`src/rtl/conv_pkg.sv`:
```
// +--------------------------------------------------------------------+
// | conv_pkg: shared types and helpers for the BCD/binary converters.  |
// | Revision: 1.0                                                      |
// +--------------------------------------------------------------------+
`default_nettype none

package conv_pkg;

  typedef enum logic [1:0] {
    IDLE = 2'd0,
    RUN  = 2'd1,
    DONE = 2'd2
  } conv_state_t;

  localparam logic [3:0] BCD_MAX = 4'd9;

  // ceil(log2(10**n)); valid for n up to 38 digits.
  function automatic int bcd_bin_width(input int n);
    logic [127:0] p;
    int w;
    p = 128'd1;
    for (int i = 0; i < n; i++) p = p * 128'd10;
    w = 0;
    for (int i = 0; i < 128; i++) begin
      if ((128'd1 << i) < p) w = i + 1;
    end
    return w;
  endfunction

endpackage

`default_nettype wire

```
`src/rtl/bcd_mac_x10.sv`:
```
// +--------------------------------------------------------------------+
// | bcd_mac_x10: combinational acc*10 + digit with range/digit flags.  |
// | Revision: 1.0                                                      |
// +--------------------------------------------------------------------+
`default_nettype none

module bcd_mac_x10
  import conv_pkg::*;
#(
  parameter int accWidth    = 14,
  parameter int resultWidth = 10
) (
  input  logic [accWidth-1:0] acc,
  input  logic [3:0]          digit,
  output logic [accWidth-1:0] accNext,
  output logic                overflowOut,
  output logic                digitInvalid
);

  logic [accWidth+3:0] product;

  always_comb begin
    product      = ({4'd0, acc} << 3) + ({4'd0, acc} << 1) + {{accWidth{1'b0}}, digit};
    accNext      = product[accWidth-1:0];
    // Flag anything that no longer fits in the result width, including carry past the accumulator.
    overflowOut  = |product[accWidth+3:resultWidth];
    digitInvalid = (digit > BCD_MAX);
  end

endmodule

`default_nettype wire

```
`src/rtl/decimal_to_binary_seq.sv`:
```
// +--------------------------------------------------------------------+
// | decimal_to_binary_seq: sequential BCD-to-binary (Horner, MSD 1st). |
// | Revision: 1.0                                                      |
// +--------------------------------------------------------------------+
`default_nettype none

module decimal_to_binary_seq
  import conv_pkg::*;
#(
  parameter int numberOfDigits    = 3,
  parameter int binaryNumberWidth = 10
) (
  input  logic                               clk,
  input  logic                               rst,
  input  logic                               load,
  input  logic [numberOfDigits-1:0][3:0]     BinaryDecimal,
  output logic [binaryNumberWidth-1:0]       binaryNumber,
  output logic                               enaOut,
  output logic                               busy,
  output logic                               digitError,
  output logic                               overflow
);

  localparam int accWidth  = binaryNumberWidth + 4;
  localparam int cntWidth  = (numberOfDigits > 1) ? $clog2(numberOfDigits) : 1;
  localparam int minWidth  = bcd_bin_width(numberOfDigits);
  localparam bit fullRange = (binaryNumberWidth >= minWidth);

  generate
    if (!fullRange) begin : g_narrowRange
      // Narrow result: large inputs are reported through the overflow flag.
    end
  endgenerate

  conv_state_t                        state;
  conv_state_t                        nextState;
  logic [numberOfDigits-1:0][3:0]     digitReg;
  logic [cntWidth-1:0]                cnt;
  logic [accWidth-1:0]                acc;
  logic                               errSticky;
  logic                               ovfSticky;
  logic [accWidth-1:0]                macAcc;
  logic                               macOverflow;
  logic                               macInvalid;

  bcd_mac_x10 #(
    .accWidth    (accWidth),
    .resultWidth (binaryNumberWidth)
  ) u_mac (
    .acc          (acc),
    .digit        (digitReg[cnt]),
    .accNext      (macAcc),
    .overflowOut  (macOverflow),
    .digitInvalid (macInvalid)
  );

  always_ff @(posedge clk or negedge rst) begin
    if (!rst) state <= IDLE;
    else      state <= nextState;
  end

  always_comb begin
    nextState = state;
    if (load) begin
      nextState = RUN;
    end else begin
      case (state)
        IDLE:    nextState = IDLE;
        RUN:     if (cnt == '0) nextState = DONE;
        DONE:    nextState = IDLE;
        default: nextState = IDLE;
      endcase
    end
  end

  assign busy = (state != IDLE);

  always_ff @(posedge clk or negedge rst) begin
    if (!rst) begin
      digitReg     <= '0;
      cnt          <= '0;
      acc          <= '0;
      errSticky    <= 1'b0;
      ovfSticky    <= 1'b0;
      binaryNumber <= '0;
      enaOut       <= 1'b0;
      digitError   <= 1'b0;
      overflow     <= 1'b0;
    end else begin
      enaOut <= 1'b0;
      // A load wins over RUN/DONE, so an aborted conversion never publishes.
      if (load) begin
        digitReg  <= BinaryDecimal;
        acc       <= '0;
        errSticky <= 1'b0;
        ovfSticky <= 1'b0;
        cnt       <= cntWidth'(numberOfDigits - 1);
      end else if (state == RUN) begin
        acc       <= macAcc;
        errSticky <= errSticky | macInvalid;
        ovfSticky <= ovfSticky | macOverflow;
        if (cnt != '0) cnt <= cnt - 1'b1;
      end else if (state == DONE) begin
        binaryNumber <= (errSticky || ovfSticky) ? '0 : acc[binaryNumberWidth-1:0];
        enaOut       <= 1'b1;
        digitError   <= errSticky;
        overflow     <= ovfSticky;
      end
    end
  end

endmodule

`default_nettype wire
```
`config.mk`:
```
export PLATFORM = sky130hd
export DESIGN_NAME = decimal_to_binary_seq
export DESIGN_NICKNAME = d
export VERILOG_FILES = /design/src/rtl/conv_pkg.sv /design/src/rtl/bcd_mac_x10.sv /design/src/rtl/decimal_to_binary_seq.sv
export SDC_FILE = /design/constraint.sdc
export NUM_CORES = 1
export LEC_CHECK = 0
export BUFFER_PORTS_ARGS = -buffer_cell sky130_fd_sc_hd__buf_4
export CAP_MARGIN = 5
export CORE_UTILIZATION = 55
export CTS_BUF_LIST = sky130_fd_sc_hd__clkbuf_8
export DETAILED_ROUTE_END_ITERATION = 10
export HOLD_SLACK_MARGIN = 0.12
export PLACE_DENSITY = 0.84
export REMOVE_ABC_BUFFERS = 1
export SLEW_MARGIN = 20
export SYNTH_ARGS = -nofsm -noshare
export SYNTH_HDL_FRONTEND = slang
export SYNTH_SLANG_ARGS = --single-unit
export TNS_END_PERCENT = 1
```
`constraint.sdc`:
```
create_clock -name clk -period 7.55 [get_ports clk]
set_input_delay 0.755 -clock clk [delete_from_list [all_inputs] [get_ports clk]]
set_output_delay 0.755 -clock clk [all_outputs]
set_load 0.05 [all_outputs]
```
* Word level (Yosys, flattened, before mapping)
Cells that the tools add are included.
** Storage, ports and cells
- Memory bits (writable) :: 0
- Bits in latches :: 0
- ROM bits :: 0
- Input port bits :: 15
- Memories :: 0
- Logic and storage cells :: 51
- Flip-flop bits (word level) :: 45
- Output and inout bits :: 14
** Cells by class
- Shift operators :: 0
- Reduce and logical (&&, ||, !) cells :: 9
- Mux-type cells :: 18
- Equality and inequality tests :: 3
- Order comparisons :: 2
- Divide/modulo/power cells :: 0
- $add $sub $neg :: 3
- Bitwise gates (word level) :: 4
- Multiply operators :: 0
** Operator list (count)
- $mux W14 :: 2
- $add A17 B15 Y18 :: 1
- $add A18 B4 Y18 :: 1
- $mux W2 :: 6
- $mux W10 :: 1
- $bmux W4 S2 :: 1
- $reduce_bool A2 Y1 :: 4
- $reduce_or A8 Y1 :: 1
- $mux W1 :: 7
- $gt A4 B4 Y1 const B :: 1
- $mux W4 :: 1
- $lt A2 B3 Y1 const B :: 1
- $ne A3 B3 Y1 const B :: 1
- $reduce_and A3 Y1 :: 1
- $eq A2 B1 Y1 const B :: 1
- $eq A2 B2 Y1 const B :: 1
- $logic_not A2 Y1 :: 1
- $not A1 Y1 :: 2
- $or A1 B1 Y1 :: 2
- $reduce_and A2 Y1 :: 1
- $sub A2 B1 Y2 const B :: 1
- $logic_or A1 B1 Y1 :: 1

* Logic depth before layout (Yosys ltp)
Gate-level depths: netlist of run 1.
- Depth after elaboration :: 7
- Depth in mapped cells :: 13
- Gate-level depth less buffers :: 13

* Modules after synthesis
From an unflattened synthesis of run 1, not the netlist that was laid out.
** Unflattened totals
- Cell total of the unflattened synthesis :: 296
- Area total of the unflattened synthesis :: 2815.2 µm²
** By module, submodules not included
- decimal_to_binary_seq :: area an instance 1845.5 µm², times used 1, cells an instance 175, seq. area each 1126.1 µm²
- bcd_mac_x10 :: area an instance 969.7 µm², times used 1, cells an instance 121, seq. area each 0.0 µm²

* Worst setup path after synthesis of run 1
No wires, ideal clock.
- Path type :: register -> register
- Start point :: register cnt[0]
- End point :: register ovfSticky
- Clock period less this slack :: 3.202 ns
- Path slack :: 4.348 ns
- Cell stages (with the launch flop) :: 13
- Data required time :: 7.426 ns
- Data arrival time :: 3.078 ns
- Path buffers :: 1
- Cell sequence :: dfrtp_1 clkbuf_1 nor2_1 a21oi_1 fa_1 inv_1 fa_1 a211oi_1 o21ai_2 nand3_1 mux2i_1 nand4_1 o31a_1
** Between the ends
- Longest elaborated chain between the ends :: 7
** Ends and longest elaborated chain
- start, declared :: RTL line decimal_to_binary_seq.sv:38 : logic [cntWidth-1:0] cnt;
- start signal, assigned :: RTL line decimal_to_binary_seq.sv:97 : cnt <= cntWidth'(numberOfDigits - 1);
- start signal, assigned :: RTL line decimal_to_binary_seq.sv:102 : if (cnt != '0) cnt <= cnt - 1'b1;
- $bmux W4 S2 :: RTL line decimal_to_binary_seq.sv:51 : .digit (digitReg[cnt]),
- $mux W4 (implied by the code) :: RTL line decimal_to_binary_seq.sv:51
- $add A18 B4 Y18 :: RTL line bcd_mac_x10.sv:23 : product = ({4'd0, acc} << 3) + ({4'd0, acc} << 1) + {{accWidth{1'b0}}, digit};
- $reduce_or A8 Y1 :: RTL line bcd_mac_x10.sv:26 : overflowOut = |product[accWidth+3:resultWidth];
- $or A1 B1 Y1 :: RTL line decimal_to_binary_seq.sv:101 : ovfSticky <= ovfSticky | macOverflow;
- $mux W1 :: RTL line decimal_to_binary_seq.sv:98 : end else if (state == RUN) begin
- $mux W1 :: RTL line decimal_to_binary_seq.sv:92 : if (load) begin
- end signal, assigned :: RTL line decimal_to_binary_seq.sv:101
- end, declared :: RTL line decimal_to_binary_seq.sv:41 : logic ovfSticky;
Every way passes these cells. The select of a mux whose other input is x is not followed.
A chain may end at the register's enable or synchronous reset.

* Final worst setup path of run 1
Ends and elaborated chain as after synthesis.

==> impl_metrics.tcl, run 1 <==
set metrics [dict create \
    cp.required_ns 7.75 \
    synth-seq-cells 45 \
    grt_pass1_vias 2217 \
    cts_repair_resizes 0 \
    post-place-cells 379 \
    synth.yosys.seq_area_share 0.395 \
    area_growth_syn_to_layout_pct 12.8 \
    yosys_most_used_dff "sky130_fd_sc_hd__dfrtp_1" \
    synthesis.yosys.warnings 0 \
    reg2reg_capture_point "ovfSticky" \
    htree_levels 2 \
    finalNonFillerCells 387 \
    netlist_area_before_placement_um2 2850 \
    multi_input_area_um2 1610 \
    buffer_ports.inserted 28 \
    die_w_um 74.0 \
    total_leakage_power_nw 1.55 \
    finalSetupViolations 0 \
    cts_setup_buffers 0 \
    data_arrival_time_at_the_worst_slack_endpoint_ns 3.69 \
    timing.max_cap.violations 0 \
    hold_class "primary input to async pin" \
    globalplace.congestion 0.919 \
    most_common_library_cell_in_the_layout_ignoring_fill_and_taps "sky130_fd_sc_hd__nand2_1" \
    crit_top_cell "sky130_fd_sc_hd__ha_1" \
    pin_count_of_the_biggest_net_entering_global_routing 46 \
    syn_avg_cell_area_um2 9.57 \
    viasPerCell 5.93 \
    skew_ns 0.0118 \
    finalNetCount 364 \
    gr-total-overflow 0 \
    clkTransAtPathRegs_ns 0.09 \
    relSlewSlack 0.513 \
    timing.critical_path.slowest_stage_cell "sky130_fd_sc_hd__dfrtp_1" \
    num_vias 2295 \
    finalWirelength_um 6150 \
    dieArea_um2 5480 \
    final-seq-area_um2 1130 \
    post_synth_inst_count 298 \
    critPathMaxFanout 8 \
    drt.antenna.violating_nets 0 \
    timing.rr.start "cnt[0]" \
    critPathCapture "ovfSticky" \
    clock.fmax_mhz 286 \
    layout_setup_ws_ns 4.05 \
    final_cell_mix "sky130_fd_sc_hd__nand2_1, sky130_fd_sc_hd__dfrtp_1, sky130_fd_sc_hd__ha_1, sky130_fd_sc_hd__buf_4" \
    final.hold.worst_slack_ns 0.421 \
    utilization 0.663 \
    finalMaxSlewViolations 0 \
    cts.sinks 45 \
    row_count 25 \
    critPathLaunch "cnt[0]" \
    clock_tree.buffer_depth 2 \
    starting_density 0.588 \
    power.density_cell_area_nw_per_um2 384 \
    detail_route.wl_per_cell_um 15.9 \
    clock-root-buffer "sky130_fd_sc_hd__clkbuf_8" \
    hold_viol_final 0 \
    final_design_area_no_fill_um2 3220 \
    number_of_drc_violations_after_detailed_routing_iteration_0 177 \
    crit_chain "nor2_1, nand2_1, o21ai_0, ha_1, ha_1, fa_1, a211oi_1, o21ai_2, nand3_1, mux2i_1, nand4_1, o31a_1" \
    run_status "finished, final reports clean" \
    grt_util_all_layers 0.248 \
    finalCritPeriodShare 0.463 \
    grt_antenna_before_repair 0 \
    post-route-min-period_ns 3.50 \
    first_pass_iters 4 \
    fillcell_total 365 \
    grt_setup_unrepaired "false" \
    cp-start-kind "flip-flop" \
    reg2reg_depth 12 \
    async_reset_ff_frac 1.00 \
    dieHeight_um 74.0 \
    worst_slew_pin_slew_ns 0.728 \
    post_route_cells_drive_above_1_share 0.181 \
    cts_inserted_buffers 5 \
    place_ws_ns 4.12 \
    worst-setup-path-type "flip-flop to flip-flop" \
    synth_cell_type_count 43 \
    fin_setup_tns_ns 0 \
    r2r_setup_slack_ns 4.05 \
    design_power_total_mw 1.24 \
    wire_length_of_the_first_global_routing_pass_um 10300 \
    post_cts_hold_buffer_count 0 \
    remaining_drc_errors 0 \
    cts_tree "done" \
    core_area_um2 4850 \
    vdd.ir_drop.worst_uv 245 \
    diodes 0 \
    synth_enable_flop_cells 0 \
    placed_cell_area_um2 3080 \
    clkLatencyLatePin_ns 0.31 \
    setup.worst_path.end_class "flip-flop" \
    io_pins 29 \
    dp_hpwl_um 4430 \
    critical_path.max_stage_delay_ns 0.50 \
]
## where the power goes
group | internal, mW | total [mW] | leakage, nW | switching (mW)
clock network | 0.133 | 0.219 | 0.0687 | 0.0859
logic | 0.243 | 0.655 | 0.901 | 0.412
registers | 0.301 | 0.361 | 0.580 | 0.0603
## worst max-delay path: cells and delay by family (launching register included)
kind,cells,cell delay (ns)
DFF,1,0.50
adders and majority gates,3,0.97
muxes,1,0.19
AOI/OAI and AO/OA,4,1.11
and+or+nand+nor,4,0.61
## cell type report
type | instances | share of cell area
Inverter | 12 | 0.0140
Clock inverter | 3 | 0.0214
Sequential cell | 45 | 0.350
Tap cell | 67 | 0.0261
Timing Repair Buffer | 28 | 0.0654
Clock buffer | 5 | 0.0214
Multi-Input combinational cell | 227 | 0.502
## how the worst min path moves through the flow
stage / end / slack, ns / depth (start not counted)
floorplan: acc[0] / 0.46 / 0
global placement: binaryNumber[8] / 0.46 / 2
detailed placement: binaryNumber[8] / 0.47 / 2
CTS: enaOut / 0.44 / 1
global route: enaOut / 0.47 / 1
finish: enaOut / 0.42 / 1
## cell families after synthesis
family,count (synthesis),synth area share
buffers and inverters,26,0.0404
muxes,19,0.0728
AOI/OAI and AO/OA,88,0.208
adders and majority gates,30,0.137
and+or+nand+nor,83,0.125
DFF,45,0.395
xor gates and xnor gates,7,0.0215
## per-layer routing
| layer | vias to the layer above | track usage | routed length (um) |
|---|---|---|---|
| met1 | 1103 | 0.361 | 2840 |
| met3 | 12 | 0.0515 | 295 |
| met4 | 0 | 0.0897 | 89 |
| met5 | - | 0 | 0 |
| li1 | 1112 | - | - |
| met2 | 68 | 0.368 | 2920 |
## state kept, by name, indices dropped and copies added, names as in the netlist
signal and flops:
errSticky 1, digitReg 12, ovfSticky 1, enaOut 1, state 2, overflow 1
acc 14, binaryNumber 10, cnt 2, digitError 1
## synth_stat cells (3+ instances only)
master | number | area (um^2)
sky130_fd_sc_hd__nand2_1 | 49 | 184
sky130_fd_sc_hd__dfrtp_1 | 45 | 1130
sky130_fd_sc_hd__ha_1 | 28 | 350
sky130_fd_sc_hd__a21oi_1 | 24 | 120
sky130_fd_sc_hd__o21ai_0 | 24 | 120
sky130_fd_sc_hd__mux2_2 | 14 | 158
sky130_fd_sc_hd__inv_1 | 12 | 45.0
sky130_fd_sc_hd__nor2_1 | 12 | 45.0
sky130_fd_sc_hd__clkbuf_1 | 10 | 37.5
sky130_fd_sc_hd__nand3_1 | 7 | 35.0
sky130_fd_sc_hd__a211oi_1 | 6 | 45.0
sky130_fd_sc_hd__o211ai_1 | 6 | 45.0
sky130_fd_sc_hd__xnor2_1 | 6 | 52.6
sky130_fd_sc_hd__mux2i_1 | 5 | 50.1
sky130_fd_sc_hd__a21o_1 | 4 | 30.0
sky130_fd_sc_hd__nand4_1 | 4 | 25.0
sky130_fd_sc_hd__o21ai_1 | 4 | 20.0
sky130_fd_sc_hd__o21bai_1 | 3 | 22.5
(Power assumes the default switching activity.)
==> inputs of run 2 (changes only) <==
==> constraint.sdc (replaced) <==
create_clock -name clk -period 3.43 [get_ports clk]
set_input_delay 0.343 -clock clk [delete_from_list [all_inputs] [get_ports clk]]
set_output_delay 0.343 -clock clk [all_outputs]
set_load 0.05 [all_outputs]
==> run 2 against run 1 <==
Sequential cell count unchanged. Sequential power increased by 120%. Clock power grew 57%. Via count grew 2.5%. Clock skew increased by 0.0038 ns. Wire length grew 2.0%. Non-clock buffer count grew 5. Maximum frequency grew 7.8%. Worst setup slack worse by 3.9 ns.
==> impl_metrics.tcl, run 2 (synthesis gave the netlist of run 1 again) <==
set metrics [dict create \
    setup.worst_path.end_class "flip-flop" \
    critPathMaxFanout 7 \
    worst-setup-path-type "flip-flop to flip-flop" \
    final_cell_mix "sky130_fd_sc_hd__nand2_1, sky130_fd_sc_hd__dfrtp_1, sky130_fd_sc_hd__buf_4, sky130_fd_sc_hd__ha_1" \
    finalWirelength_um 6270 \
    clkLatencyLatePin_ns 0.31 \
    wire_length_of_the_first_global_routing_pass_um 10500 \
    area_growth_syn_to_layout_pct 13.1 \
    core_area_um2 4850 \
    whs_endpoint "digitReg[8]" \
    relSlewSlack 0.520 \
    vdd.ir_drop.worst_uv 450 \
    final.hold.worst_slack_ns 0.258 \
    post-route-min-period_ns 3.24 \
    finalNetCount 369 \
    globalplace.congestion 0.926 \
    run_status "finished, final reports clean" \
    reg2reg_capture_point "ovfSticky" \
    clock_tree.buffer_depth 2 \
    grt_pass1_vias 2222 \
    die_w_um 74.0 \
    grt_util_all_layers 0.253 \
    dp_hpwl_um 4620 \
    cp.required_ns 3.63 \
    detail_route.wl_per_cell_um 16.0 \
    layout_setup_ws_ns 0.186 \
    viasPerCell 6.00 \
    r2r_setup_slack_ns 0.19 \
    first_pass_iters 4 \
    dieArea_um2 5480 \
    utilization 0.665 \
    post_route_cells_drive_above_1_share 0.200 \
    placed_cell_area_um2 3100 \
    timing.rr.start "cnt[0]" \
    pin_count_of_the_biggest_net_entering_global_routing 46 \
    place_ws_ns 0.111 \
    clkTransAtPathRegs_ns 0.09 \
    remaining_drc_errors 0 \
    power.density_cell_area_nw_per_um2 810 \
    largest_register "acc" \
    fin_setup_tns_ns 0 \
    hold_viol_final 0 \
    reg2reg_depth 12 \
    num_vias 2352 \
    clock.fmax_mhz 308 \
    grt_antenna_before_repair 0 \
    hold_class "primary input to flip-flop" \
    grt_setup_unrepaired "false" \
    timing.max_cap.violations 0 \
    finalSetupViolations 0 \
    io_pins 29 \
    final_design_area_no_fill_um2 3230 \
    cts_tree "done" \
    most_common_library_cell_in_the_layout_ignoring_fill_and_taps "sky130_fd_sc_hd__nand2_1" \
    diodes 0 \
    skew_ns 0.0156 \
    finalMaxSlewViolations 0 \
    worst_hold_start "BinaryDecimal[8]" \
    largest_register_ffs 14 \
    starting_density 0.588 \
    htree_levels 2 \
    total_leakage_power_nw 1.55 \
    clock-root-buffer "sky130_fd_sc_hd__clkbuf_8" \
    worst_slew_pin_slew_ns 0.717 \
    gr-total-overflow 0 \
    cp-start-kind "flip-flop" \
    timing.hold.worst_path_depth 2 \
    critPathLaunch "cnt[0]" \
    number_of_drc_violations_after_detailed_routing_iteration_0 233 \
    row_count 25 \
    cts.sinks 45 \
    buffer_ports.inserted 28 \
    data_arrival_time_at_the_worst_slack_endpoint_ns 3.45 \
    drt.antenna.violating_nets 0 \
    dieHeight_um 74.0 \
    largest_registers "acc x14, digitReg x12, binaryNumber x10" \
    finalCritPeriodShare 0.946 \
    cts_inserted_buffers 5 \
]
[run 2: cell types whose count changed in the layout (fill, tap and decap cells not counted), sizes merged]
| cell | change |
|---|---|
| dlygate4sd3 | +1 |
| clkinvlp | +1 |
| bufinv | -2 |
| clkinv | +1 |
| buf | +4 |
[run 2: repair_timing]
item	CTS	global route
resized for setup	0	4
setup endpoints to repair	0	2
setup buffers	0	1
hold buffers	1	0
hold endpoints to repair	45	0
[run 2: area by class of cell]
type	instances	area, um^2
flip-flops and latches	45	1130
clock inverters	3	25.0
repair buffers	33	250
inverters	12	45.0
multi-input cells	227	1630
fillers	367	1620
clock buffers	5	68.8
well taps	67	83.8
[run 2: through the flow]
stage                     total power, mW  cells
final                                2.61    392
after detailed placement             2.23    382
after CTS                            2.58    391
after global placement               2.20    382
after global routing                 2.82    392
after floorplan                      1.84    284
[run 2: how the worst max path moves through the flow]
stage,to,slack [ns],cells after the start
after global placement,ovfSticky,0.24,12
after floorplan,ovfSticky,0.31,11
after detailed placement,ovfSticky,0.11,12
after CTS,ovfSticky,0.09,12
after global routing,ovfSticky,0.02,12
final,ovfSticky,0.19,12
[run 2: critical path, stage by stage (launching register included)]
cell and delay [ns]:
sky130_fd_sc_hd__dfrtp_2 0.46, sky130_fd_sc_hd__mux2i_1 0.22, sky130_fd_sc_hd__nor2_1 0.06, sky130_fd_sc_hd__a21oi_1 0.21
sky130_fd_sc_hd__fa_1 0.46, sky130_fd_sc_hd__inv_1 0.12, sky130_fd_sc_hd__ha_1 0.25, sky130_fd_sc_hd__a211oi_1 0.36
sky130_fd_sc_hd__o21ai_2 0.16, sky130_fd_sc_hd__a41oi_4 0.26, sky130_fd_sc_hd__mux2i_1 0.21, sky130_fd_sc_hd__o21ai_1 0.08
sky130_fd_sc_hd__o31a_1 0.29
[run 2: where the power goes]
part | internal, mW | total (mW) | leakage, nW | switching, mW
registers | 0.663 | 0.793 | 0.578 | 0.131
logic | 0.559 | 1.48 | 0.925 | 0.916
clock network | 0.147 | 0.343 | 0.0447 | 0.196
[run 2: layer usage]
metal | share of wire | track usage
met5 | 0 | 0
met2 | 0.48 | 0.403
met1 | 0.45 | 0.352
met4 | 0.015 | 0.0791
met3 | 0.055 | 0.0474
